==> src/rtl/calc_pkg.sv <==
// calc_pkg: key codes, digit capacity and entry-FSM states shared by the calculator blocks
package calc_pkg;
  localparam int DIGITS = 6;
  localparam logic [4:0] KEY_CLR = 5'h0A;
  localparam logic [4:0] KEY_BS  = 5'h0B;
  localparam logic [4:0] KEY_ENT = 5'h0C;
  typedef enum logic [1:0] {EMPTY, ENTRY, HOLD} entry_state_t;
endpackage

==> src/rtl/bcd_shift_reg.sv <==
// bcd_shift_reg: packed BCD digit register with load-left, shift-right and clear
// Shift-right exists only when BCD_ENTRY_BACKSPACE_EN is defined.
module bcd_shift_reg #(
  parameter int DIGITS = 6
) (
  input  logic                  clk,
  input  logic                  rst,
  input  logic                  i_clr,
  input  logic                  i_load,
`ifdef BCD_ENTRY_BACKSPACE_EN
  input  logic                  i_shr,
`endif
  input  logic [3:0]            i_digit,
  output logic [4*DIGITS-1:0]   o_q
);
  always_ff @(posedge clk or posedge rst)
    if (rst) o_q <= '0;
    else if (i_clr) o_q <= '0;
    else if (i_load) o_q <= {o_q[4*DIGITS-5:0], i_digit};
`ifdef BCD_ENTRY_BACKSPACE_EN
    else if (i_shr) o_q <= {4'd0, o_q[4*DIGITS-1:4]};
`endif
endmodule

==> src/rtl/bcd_entry.sv <==
// bcd_entry: keypad digit-entry accumulator producing a packed BCD operand on valid/ready
// Backspace support is enabled by defining BCD_ENTRY_BACKSPACE_EN.
module bcd_entry import calc_pkg::*; #(
  parameter int DIGITS = calc_pkg::DIGITS
) (
  input  logic                clk,
  input  logic                rst,
  input  logic                key_valid,
  input  logic [4:0]          key_code,
  output logic                key_ready,
  output logic [4*DIGITS-1:0] bcd_out,
  output logic [2:0]          digit_cnt,
  output logic                full,
  output logic                overflow_err,
  output logic                val_valid,
  input  logic                val_ready
);
  entry_state_t r_state, w_next;
  logic [2:0] r_cnt, w_cnt;
  logic r_ovf, r_val, w_ovf, w_load, w_clr, w_shr, w_acc, w_dig;
  assign key_ready    = r_state != HOLD;
  assign full         = r_cnt == 3'(DIGITS);
  assign digit_cnt    = r_cnt;
  assign overflow_err = r_ovf;
  assign val_valid    = r_val;
  assign w_acc        = key_valid && key_ready;
  assign w_dig        = key_code <= 5'd9;
  always_comb begin
    w_next = r_state;
    w_cnt  = r_cnt;
    w_ovf  = 1'b0;
    w_load = 1'b0;
    w_clr  = 1'b0;
    w_shr  = 1'b0;
    case (r_state)
      EMPTY:
        if (w_acc && w_dig && key_code != 5'd0) begin
          w_load = 1'b1;
          w_cnt  = 3'd1;
          w_next = ENTRY;
        end else if (w_acc && key_code == KEY_ENT) w_next = HOLD;
      ENTRY:
        if (w_acc && w_dig) begin
          w_load = !full;
          w_ovf  = full;
          w_cnt  = full ? r_cnt : r_cnt + 3'd1;
        end else if (w_acc && key_code == KEY_CLR) begin
          w_clr  = 1'b1;
          w_cnt  = 3'd0;
          w_next = EMPTY;
        end else if (w_acc && key_code == KEY_ENT) w_next = HOLD;
`ifdef BCD_ENTRY_BACKSPACE_EN
        else if (w_acc && key_code == KEY_BS) begin
          w_shr  = 1'b1;
          w_cnt  = r_cnt - 3'd1;
          w_next = r_cnt == 3'd1 ? EMPTY : ENTRY;
        end
`endif
      HOLD:
        if (val_ready) begin
          w_clr  = 1'b1;
          w_cnt  = 3'd0;
          w_next = EMPTY;
        end
      default: w_next = EMPTY;
    endcase
  end
  always_ff @(posedge clk or posedge rst)
    if (rst) begin
      r_state <= EMPTY;
      r_cnt   <= 3'd0;
      r_ovf   <= 1'b0;
      r_val   <= 1'b0;
    end else begin
      r_state <= w_next;
      r_cnt   <= w_cnt;
      r_ovf   <= w_ovf;
      r_val   <= w_next == HOLD;
    end
  bcd_shift_reg #(.DIGITS(DIGITS)) u_reg (
    .clk     (clk),
    .rst     (rst),
    .i_clr   (w_clr),
    .i_load  (w_load),
`ifdef BCD_ENTRY_BACKSPACE_EN
    .i_shr   (w_shr),
`endif
    .i_digit (key_code[3:0]),
    .o_q     (bcd_out)
  );
`ifndef BCD_ENTRY_BACKSPACE_EN
  logic w_unused;
  assign w_unused = w_shr;
`endif
endmodule

==> config.mk <==
export PLATFORM = sky130hd
export DESIGN_NAME = bcd_entry
export DESIGN_NICKNAME = d
export VERILOG_FILES = /design/src/rtl/calc_pkg.sv /design/src/rtl/bcd_shift_reg.sv /design/src/rtl/bcd_entry.sv
export SDC_FILE = /design/constraint.sdc
export NUM_CORES = 1
export LEC_CHECK = 0
export ABC_AREA = 1
export CORE_UTILIZATION = 40
export DETAILED_ROUTE_END_ITERATION = 8
export PLACE_DENSITY = 0.68
export SLEW_MARGIN = 5
export SYNTH_ARGS = -nofsm -noshare
export SYNTH_HDL_FRONTEND = slang
export SYNTH_SLANG_ARGS = --single-unit
==> constraint.sdc <==
create_clock -name clk -period 4.8 [get_ports clk]
set_clock_uncertainty 0.05 [all_clocks]
set_input_delay 0.96 -clock clk [delete_from_list [all_inputs] [get_ports clk]]
set_output_delay 0.96 -clock clk [all_outputs]
set_load 0.1 [all_outputs]
[After elaboration in Yosys (flattened, before gate mapping)]
Cells that the tools add are included.
W data, S select, Z words.
Storage, ports and cells
  output and inout bits: 31
  register bits after elaboration: 31
  logic and storage cells: 52
Operators by class
  mux-type cells: 23
  reduce and logical (&&, ||, !) cells: 11
  order comparisons: 1
  add/sub/neg operators: 1
  equality and inequality tests: 11
Operators by type and width (number)
  $mux W24: 2
  $mux W3: 5
  $eq A5 B4 Y1 const B: 2
  $mux W2: 5
  $pmux W3 S3: 1
  $mux W1: 7
  $ne A2 B2 Y1 const B: 3
  $ne A3 B3 Y1 const B: 2
  $pmux W2 S3: 1
  $le A5 B4 Y1 const B: 1
  $logic_and A1 B1 Y1: 5
  $reduce_and A5 Y1: 1
  $reduce_bool A5 Y1: 1
  $eq A2 B2 Y1 const B: 2
  $pmux W1 S2: 2
  $add A3 B1 Y3 const B: 1
  $eq A3 B3 Y1 const B: 1
  $reduce_bool A3 Y1: 1
  $eq A2 B1 Y1 const B: 1
  $logic_not A2 Y1: 1
  $reduce_bool A2 Y1: 1
  $logic_not A1 Y1: 1

[Logic depth before layout (Yosys ltp)]
Gate-level depths: netlist (run 1).
  depth after elaboration: 8
  mapped depth: 11
  depth with buffers taken out: 11

[Hierarchy]
Synthesis (run 1) repeated with hierarchy kept, for this count alone.
Unflattened totals
  cell total of the unflattened synthesis: 206
  area total of the unflattened synthesis: 1670.4 um2
Modules (own cells, without submodules)
  bcd_shift_reg: seq. area each 600.6 um2, cells an instance 106, area an instance 973.4 um2, times used 1
  bcd_entry: seq. area each 175.2 um2, cells an instance 100, area an instance 696.9 um2, times used 1

[Worst setup path before layout (run 1)]
OpenSTA, ideal clock, no wires.
  path type: reg-to-output
  from: reg r_cnt[1], in the netlist digit_cnt[1]
  to: out full
  path buffers: 0
  arrival time: 1.968 ns
  stages on the path, launching flop included: 4
  required time: 3.790 ns
  slack: 1.822 ns
  cells stage by stage: dfrtp_1 ha_1 nand2_1 inv_1
Between the ends
  cells in the longest elaborated chain, start to end: 1
Ends and longest elaborated chain
  start, declared: line bcd_entry.sv:19  | logic [2:0] r_cnt, w_cnt;
  start signal, assigned: line bcd_entry.sv:76  | r_cnt <= w_cnt;
  $eq A3 B3 Y1: line bcd_entry.sv:22  | assign full = r_cnt == 3'(DIGITS);
  end, declared: line bcd_entry.sv:13  | output logic full,
No other way between the ends.

[Worst setup path after layout (run 1)]
  from: reg r_state[0]
  to: out key_ready
Between the ends
  cells in the longest elaborated chain, start to end: 1
Ends and longest elaborated chain
  start, declared: line bcd_entry.sv:18  | entry_state_t r_state, w_next;
  start signal, assigned: line bcd_entry.sv:75  | r_state <= w_next;
  $ne A2 B2 Y1: line bcd_entry.sv:21  | assign key_ready = r_state != HOLD;
  end, declared: line bcd_entry.sv:10  | output logic key_ready,
No other way between the ends.

==> results of run 1 <==
==> state kept, by name (all words and copies together) (netlist names) <==
signal / flops
digit_cnt: 3
overflow_err: 1
r_state: 2
u_reg.o_q: 24
val_valid: 1
==> through the flow <==
| stage | instances | setup WS, ns | util | hold WS (ns) | area, µm² |
|---|---|---|---|---|---|
| final | 294 | 1.45 | 0.528 | 0.462 | 2300 |
| after floorplan | 201 | 1.82 | - | 0.588 | 1810 |
| after detailed placement | 286 | 1.76 | 0.501 | 0.455 | 2180 |
| after CTS | 294 | 1.44 | 0.528 | 0.470 | 2300 |
| after global placement | 286 | 1.79 | 0.501 | 0.439 | 2180 |
| after global routing | 294 | 1.35 | 0.528 | 0.497 | 2300 |
==> metal layers <==
metal | track usage | up-vias
met4 | 0.0658 | 0
met1 | 0.218 | 646
met2 | 0.250 | 33
met5 | 0 | -
met3 | 0.0392 | 5
li1 | - | 723
==> tightest hold or removal path: cells and delay by family, from the launching register on <==
family / cells / cell delay [ns]
and+or+nand+nor: 2 / 0.12
DFF: 1 / 0.36
==> worst min path at each step <==
stage                          to  slack (ns)  depth (start not counted)
finish              u_reg.o_q[22]        0.46                          2
global route        u_reg.o_q[22]        0.50                          2
CTS                 u_reg.o_q[20]        0.47                          2
detailed placement  u_reg.o_q[20]        0.45                          2
global placement    u_reg.o_q[21]        0.44                          2
floorplan              r_state[1]        0.59                          4
==> placed cells by master (no fill, tap or decap), drive strengths merged <==
master / count
buf: 1
bufinv: 1
clkbuf: 6
clkdlybuf4s50: 39
clkinv: 1
dfrtp: 31
ha: 6
inv: 21
nand2: 70
nand3: 44
nand4: 2
nor2: 13
nor4: 2
o21ai: 4
xnor2: 1
==> final cells by class <==
cell class / count / area (µm²) / area share
flip-flops and latches: 31 / 776 / 0.337
well taps: 52 / 65.1 / 0.0283
repair buffers: 40 / 398 / 0.173
clock buffers: 6 / 82.6 / 0.0359
inverters: 21 / 83.8 / 0.0364
clock inverters: 2 / 35.0 / 0.0152
multi-input cells: 142 / 861 / 0.374
==> logic make-up after synthesis <==
logic type | after synthesis | synth area share
DFF | 31 | 0.428
and+or+nand+nor | 131 | 0.415
buffers and inverters | 28 | 0.0973
AOI/OAI and AO/OA | 4 | 0.0131
adders and majority gates | 6 | 0.0414
xor gates and xnor gates | 1 | 0.00483
==> flow_metrics.env, run 1 <==
export IMPL_post_cts_resized=0
export IMPL_async_flop_share=1.00
export IMPL_setup_tns_ns=0
export IMPL_antenna_found_initial=0
export IMPL_synth_nets=216
export IMPL_fmax_mhz=299
export IMPL_final_hold_violation_count=0
export IMPL_wl_met3_um=153
export IMPL_chipHeight_um=69.3
export IMPL_period_needed_ns=3.35
export IMPL_clk_latency_ns=0.28
export IMPL_status="finished, final reports clean"
export IMPL_ant_nets=0
export IMPL_hold_class="flip-flop to flip-flop"
export IMPL_gp_congestion=0.821
export IMPL_first_global_vias=1348
export IMPL_cp_end_kind="primary output"
export IMPL_cts_tree="yes"
export IMPL_fillers=424
export IMPL_dr_pass1_iters=4
export IMPL_clkSlewWorstSetupHoldPaths_ns=0.07
export IMPL_drt_iter0_drc=122
export IMPL_cts_buffers=5
export IMPL_synth_area_leaders="dfrtp_1 (43%), nand2_1 (13%), nand3_2 (12%)"
export IMPL_routedWlPerCell_um=12.0
export IMPL_portBuffers=39
export IMPL_yosys_warnings=0
export IMPL_antenna_cells=0
export IMPL_synth_avg_cell_area_um2=9.02
export IMPL_fin_nets=256
export IMPL_route_met2_wl_mm=1.71
export IMPL_ios=40
export IMPL_rsz0062_at_grt="no"
export IMPL_cts_buffer_depth=2
export IMPL_yosysMostFrequentCell="nand2_1"
export IMPL_highest_layer="met4"
export IMPL_r2r_end="u_reg.o_q[9]"
export IMPL_core_mm2=0.00435
export IMPL_path_cells="inv_1 > ha_1 > inv_2 > clkdlybuf4s50_1"
export IMPL_crit_required_ns=3.79
export IMPL_dieArea_mm2=0.00481
export IMPL_synth_top_flop_cell="dfrtp_1"
export IMPL_critPathMaxStageDelay_ns=1.13
export IMPL_m1WireLength_mm=1.61
export IMPL_drc_errors=0
export IMPL_r2r_start="r_state[0]"
export IMPL_cp_start_kind="flip-flop"
export IMPL_htreeDepth=2
export IMPL_crit_type="flip-flop to primary output"
export IMPL_syn2layout_area_growth_pct=26.9
export IMPL_crit_family="buffers and inverters"
export IMPL_synthDistinctLibCells=23
export IMPL_worstMarginPinSlew_ns=0.975
export IMPL_min_period_over_period=0.697
export IMPL_finalMaxSlewViolations=0
export IMPL_synth_edf_count=0
export IMPL_vias=1407
export IMPL_root_buffer="clkbuf_8"
export IMPL_arrival_ns=2.34
export IMPL_crit_cells=4
export IMPL_grt_max_degree=37
export IMPL_grt_pass1_wl_mm=6.28
export IMPL_grt_overflow=0
export IMPL_report_final_setup_viol=0
export IMPL_track_usage=0.162
export IMPL_synthesis_area_mm2=0.00181
export IMPL_vias_per_cell=4.79
export IMPL_startpoint="r_state[0]"
export IMPL_start_util=0.416
export IMPL_netlist_top_cells_count="nand2_1 (63), dfrtp_1 (31), nand3_2 (22)"
export IMPL_worst_slew_margin_rel=0.348
export IMPL_crit_buf_inv=3
export IMPL_min_from="u_reg.o_q[22]"
export IMPL_cts_sinks=31
export IMPL_r2r_cells=8
export IMPL_slowest_stage="clkdlybuf4s50_1"
export IMPL_die_w_um=69.3
export IMPL_r2r_slack_ns=2.79
export IMPL_yosysSeqAreaShare=0.428
export IMPL_place_hpwl_mm=2.46
export IMPL_cts_setup_buffers=0
export IMPL_crit_fanout=5
export IMPL_rows=24
export IMPL_cp_endpoint="key_ready"
export IMPL_final_layout_size_suffix_gt1_frac=0.202
export IMPL_synth_seq_cells=31
export IMPL_wirelength_mm=3.52
export IMPL_synth_top_area_cell="dfrtp_1"
export IMPL_cap_violations=0
export IMPL_cts_hold_buf=0
export IMPL_synth_top_area_share=0.428
export IMPL_synthCells=201
Power of run 1 is left out: the tool's default activity adds up to more than one toggle a clock period on the data nets, which glitch-free logic cannot reach.
==> run 2, diff against run 1 <==
--- a/config.mk
+++ b/config.mk
@@ -8,7 +8,7 @@
 export ABC_AREA = 1
 export CORE_UTILIZATION = 40
 export DETAILED_ROUTE_END_ITERATION = 8
-export PLACE_DENSITY = 0.68
+export PLACE_DENSITY = 0.7
 export SLEW_MARGIN = 5
 export SYNTH_ARGS = -nofsm -noshare
 export SYNTH_HDL_FRONTEND = slang
==> constraint.sdc (replaced) <==
create_clock -name clk -period 3.05 [get_ports clk]
set_clock_uncertainty 0.05 [all_clocks]
set_input_delay 0.61 -clock clk [delete_from_list [all_inputs] [get_ports clk]]
set_output_delay 0.61 -clock clk [all_outputs]
set_load 0.1 [all_outputs]
==> flow_metrics.env, run 2 (synthesized netlist as in run 1, its figures left out) <==
export IMPL_cts_setup_buffers=0
export IMPL_track_usage=0.164
export IMPL_cts_hold_buf=0
export IMPL_dr_pass1_iters=4
export IMPL_placed_area_mm2=0.00211
export IMPL_final_hold_violation_count=0
export IMPL_clkSlewWorstSetupHoldPaths_ns=0.07
export IMPL_min_path_cells=2
export IMPL_rows=24
export IMPL_vias_per_cell=4.82
export IMPL_cp_start_kind="flip-flop"
export IMPL_route_met2_wl_mm=1.81
export IMPL_arrival_ns=1.53
export IMPL_final_common_cell="nand2_1"
export IMPL_cts_sinks=31
export IMPL_worstMarginPinSlew_ns=0.484
export IMPL_setup_tns_ns=0
export IMPL_m1WireLength_mm=1.65
export IMPL_cap_violations=0
export IMPL_regMostFlops="u_reg.o_q"
export IMPL_portBuffers=39
export IMPL_grt_overflow=0
export IMPL_htreeDepth=2
export IMPL_hold_class="flip-flop to flip-flop"
export IMPL_crit_required_ns=2.39
export IMPL_fin_nets=256
export IMPL_fmax_mhz=456
export IMPL_finalMaxSlewViolations=0
export IMPL_rsz0062_at_grt="no"
export IMPL_antenna_cells=0
export IMPL_ios=40
export IMPL_ant_nets=0
export IMPL_largest_reg_flops=24
export IMPL_period_needed_ns=2.19
export IMPL_chipHeight_um=69.3
export IMPL_clk_latency_ns=0.29
export IMPL_cp_end_kind="primary output"
export IMPL_cts_tree="yes"
export IMPL_cts_buffer_depth=2
export IMPL_grt_pass1_wl_mm=6.31
export IMPL_post_cts_resized=0
export IMPL_stdcell_area_mm2=0.00222
export IMPL_min_period_over_period=0.719
export IMPL_antenna_found_initial=0
export IMPL_report_final_setup_viol=0
export IMPL_root_buffer="clkbuf_8"
export IMPL_first_global_vias=1333
export IMPL_grt_max_degree=37
export IMPL_status="finished, final reports clean"
export IMPL_crit_fanout=5
export IMPL_gp_congestion=0.880
export IMPL_crit_type="flip-flop to primary output"
export IMPL_syn2layout_area_growth_pct=22.6
export IMPL_core_mm2=0.00435
export IMPL_drc_errors=0
export IMPL_final_layout_size_suffix_gt1_frac=0.331
export IMPL_wl_met3_um=173
export IMPL_dieArea_mm2=0.00481
export IMPL_start_util=0.416
export IMPL_place_hpwl_mm=2.59
export IMPL_vias=1416
export IMPL_worst_slew_margin_rel=0.677
export IMPL_highest_layer="met4"
export IMPL_die_w_um=69.3
export IMPL_cts_buffers=5
export IMPL_drt_iter0_drc=94
export IMPL_wirelength_mm=3.68
export IMPL_r2r_cells=8
export IMPL_layout_common_cells="nand2_1 (63), buf_4 (32), dfrtp_1 (31)"
export IMPL_routedWlPerCell_um=12.5
[run 2: cell types whose count changed in the layout (fill, tap and decap cells not counted)]
cell,previous run,this run
buf_4,1,32
clkdlybuf4s50_1,39,8
[run 2: stage by stage]
stage / cells / hold slack, ns / setup WS [ns] / util
after floorplan: 201 / 0.588 / 0.422 / -
after global placement: 286 / 0.447 / 0.725 / 0.484
after detailed placement: 286 / 0.451 / 0.697 / 0.484
after CTS: 294 / 0.467 / 0.860 / 0.511
after global routing: 294 / 0.494 / 0.798 / 0.511
final: 294 / 0.464 / 0.856 / 0.511
[run 2: worst max-delay path: stages (launching register included)]
cell,delay [ns]
dfrtp_1,0.43
inv_1,0.10
ha_1,0.30
inv_2,0.12
buf_4,0.29
[run 2: cell type report]
type	instances	area, µm²
Inverter	21	83.8
Clock inverter	2	35.0
Timing Repair Buffer	40	320
Sequential cell	31	776
Clock buffer	6	82.6
Tap cell	52	65.1
Multi-Input combinational cell	142	861
Fill cell	429	2130
[run 2: layer usage]
metal  GRT usage  vias to the layer above
met1       0.207                      659
met2       0.268                       32
met5           0                        -
met3      0.0494                        6
met4      0.0522                        0
li1            -                      719
[run 2: worst paths after layout]
path | from | end | slack (ns)
worst max-delay path | r_state[0] | key_ready | 0.86
worst min-delay path | u_reg.o_q[11] | u_reg.o_q[15] | 0.46
worst max register to register | r_state[0] | u_reg.o_q[7] | 1.05
worst min register to register | u_reg.o_q[11] | u_reg.o_q[15] | 0.46
max in group asynchronous | rst | u_reg.o_q[7] | 2.01
min in group asynchronous | rst | u_reg.o_q[12] | 0.65
Power of run 2 is left out for the same reason.
==> run 3, diff against run 2 <==
==> constraint.sdc (replaced) <==
create_clock -name clk -period 2 [get_ports clk]
set_clock_uncertainty 0.05 [all_clocks]
set_input_delay 0.4 -clock clk [delete_from_list [all_inputs] [get_ports clk]]
set_output_delay 0.4 -clock clk [all_outputs]
set_load 0.1 [all_outputs]
==> flow_metrics.env, run 3 (synthesized netlist as in run 1, its figures left out) <==
export IMPL_min_period_over_period=0.905
export IMPL_final_common_cell="nand2_1"
export IMPL_final_hold_violation_count=0
export IMPL_first_global_vias=1456
export IMPL_final_core_util=0.604
export IMPL_root_buffer="clkbuf_8"
export IMPL_grt_max_degree=32
export IMPL_cts_buffer_depth=2
export IMPL_vias_per_cell=4.86
export IMPL_layout_common_cells="nand2_1 (61), dfrtp_1 (27), nand3_2 (23)"
export IMPL_cap_violations=0
export IMPL_fin_ws_ns=0.190
export IMPL_drc_errors=0
export IMPL_path_cells="ha_4 > nand2_4 > clkinvlp_4 > buf_12"
export IMPL_crit_family="flip-flops"
export IMPL_fin_nets=267
export IMPL_grt_pass1_wl_mm=6.53
export IMPL_start_util=0.416
export IMPL_clk_latency_ns=0.29
export IMPL_hold_class="primary input to asynchronous set/reset pin"
export IMPL_crit_required_ns=1.55
export IMPL_gp_congestion=0.830
export IMPL_report_final_setup_viol=0
export IMPL_largest_reg_flops=24
export IMPL_top_usage_layer="met2"
export IMPL_dieArea_mm2=0.00481
export IMPL_wirelength_mm=3.75
export IMPL_syn2layout_area_growth_pct=45.1
export IMPL_status="finished, final reports clean"
export IMPL_critPathMaxStageDelay_ns=0.52
export IMPL_cts_tree="yes"
export IMPL_place_ws_ns=-0.0273
export IMPL_slowest_stage="dfrtp_4"
export IMPL_regMostFlops="u_reg.o_q"
export IMPL_post_cts_resized=0
export IMPL_clkSlewWorstSetupHoldPaths_ns=0.07
export IMPL_cts_buffers=5
export IMPL_place_hpwl_mm=2.88
export IMPL_track_usage=0.173
export IMPL_portBuffers=39
export IMPL_worstMarginPinSlew_ns=0.280
export IMPL_grtUsageMet1=0.214
export IMPL_chipHeight_um=69.3
export IMPL_crit_fanout=4
export IMPL_htreeDepth=2
export IMPL_crit_type="flip-flop to primary output"
export IMPL_drt_iter0_drc=147
export IMPL_met2_usage=0.289
export IMPL_ant_nets=0
export IMPL_vias=1482
export IMPL_rsz0062_at_grt="no"
export IMPL_antenna_cells=0
export IMPL_finalMaxSlewViolations=0
export IMPL_grt_overflow=0
export IMPL_crit_buf_inv=2
export IMPL_die_w_um=69.3
export IMPL_core_mm2=0.00435
export IMPL_ios=40
export IMPL_cp_start_kind="flip-flop"
export IMPL_cts_setup_buffers=0
export IMPL_cts_hold_buf=0
export IMPL_dr_pass1_iters=4
export IMPL_arrival_ns=1.36
export IMPL_cp_end_kind="primary output"
export IMPL_final_layout_size_suffix_gt1_frac=0.403
export IMPL_worst_slew_margin_rel=0.815
export IMPL_routedWlPerCell_um=12.3
export IMPL_setup_tns_ns=0
export IMPL_period_needed_ns=1.81
export IMPL_fmax_mhz=553
export IMPL_rows=24
export IMPL_antenna_found_initial=0
export IMPL_gr_usage_met3=0.0451
export IMPL_cts_sinks=31
run 3: cell count changes in the layout (fill, tap and decap cells not counted), sizes merged:
cell and delta:
inv -1, buf +11, clkinvlp +1
run 3: final timing paths:
| kind | from | endpoint | slack (ns) | depth (start not counted) |
|---|---|---|---|---|
| max in group asynchronous | rst | r_state[0] | 1.31 | 3 |
| min in group clk | u_reg.o_q[21] | u_reg.o_q[21] | 0.46 | 2 |
| hold / removal | rst | u_reg.o_q[15] | 0.39 | 3 |
| hold reg to reg | u_reg.o_q[21] | u_reg.o_q[21] | 0.46 | 2 |
| setup / recovery | digit_cnt[1] | full | 0.19 | 4 |
| setup reg to reg | r_state[0] | digit_cnt[0] | 0.24 | 10 |
run 3: worst register-to-register path: stages (launching register included):
cell	delay, ns
dfrtp_2	0.40
inv_1	0.09
ha_2	0.24
inv_4	0.10
nand3_2	0.10
nor2_4	0.14
nand2_1	0.07
nand2_1	0.08
nand2_1	0.12
o21ai_0	0.18
nand2_1	0.07
run 3: stage by stage:
step	hold slack [ns]	area, µm²	instances
after floorplan	0.453	1860	201
after global placement	0.443	2510	297
after detailed placement	0.452	2510	297
after CTS	0.398	2630	305
after global routing	0.425	2630	305
final	0.388	2630	305
run 3: area by class of cell:
type                            count  area (µm²)
Sequential cell                    31         786
Clock inverter                      2        35.0
Inverter                           21        92.6
Multi-Input combinational cell    142         891
Clock buffer                        6        82.6
Fill cell                         358        1720
Timing Repair Buffer               51         678
Tap cell                           52        65.1
run 3: layer usage:
| metal | up-vias | part of all wire |
|---|---|---|
| li1 | 743 | - |
| met4 | 0 | 0.017 |
| met3 | 6 | 0.046 |
| met1 | 690 | 0.43 |
| met2 | 43 | 0.50 |
| met5 | - | 0 |
Power of run 3 is left out for the same reason.
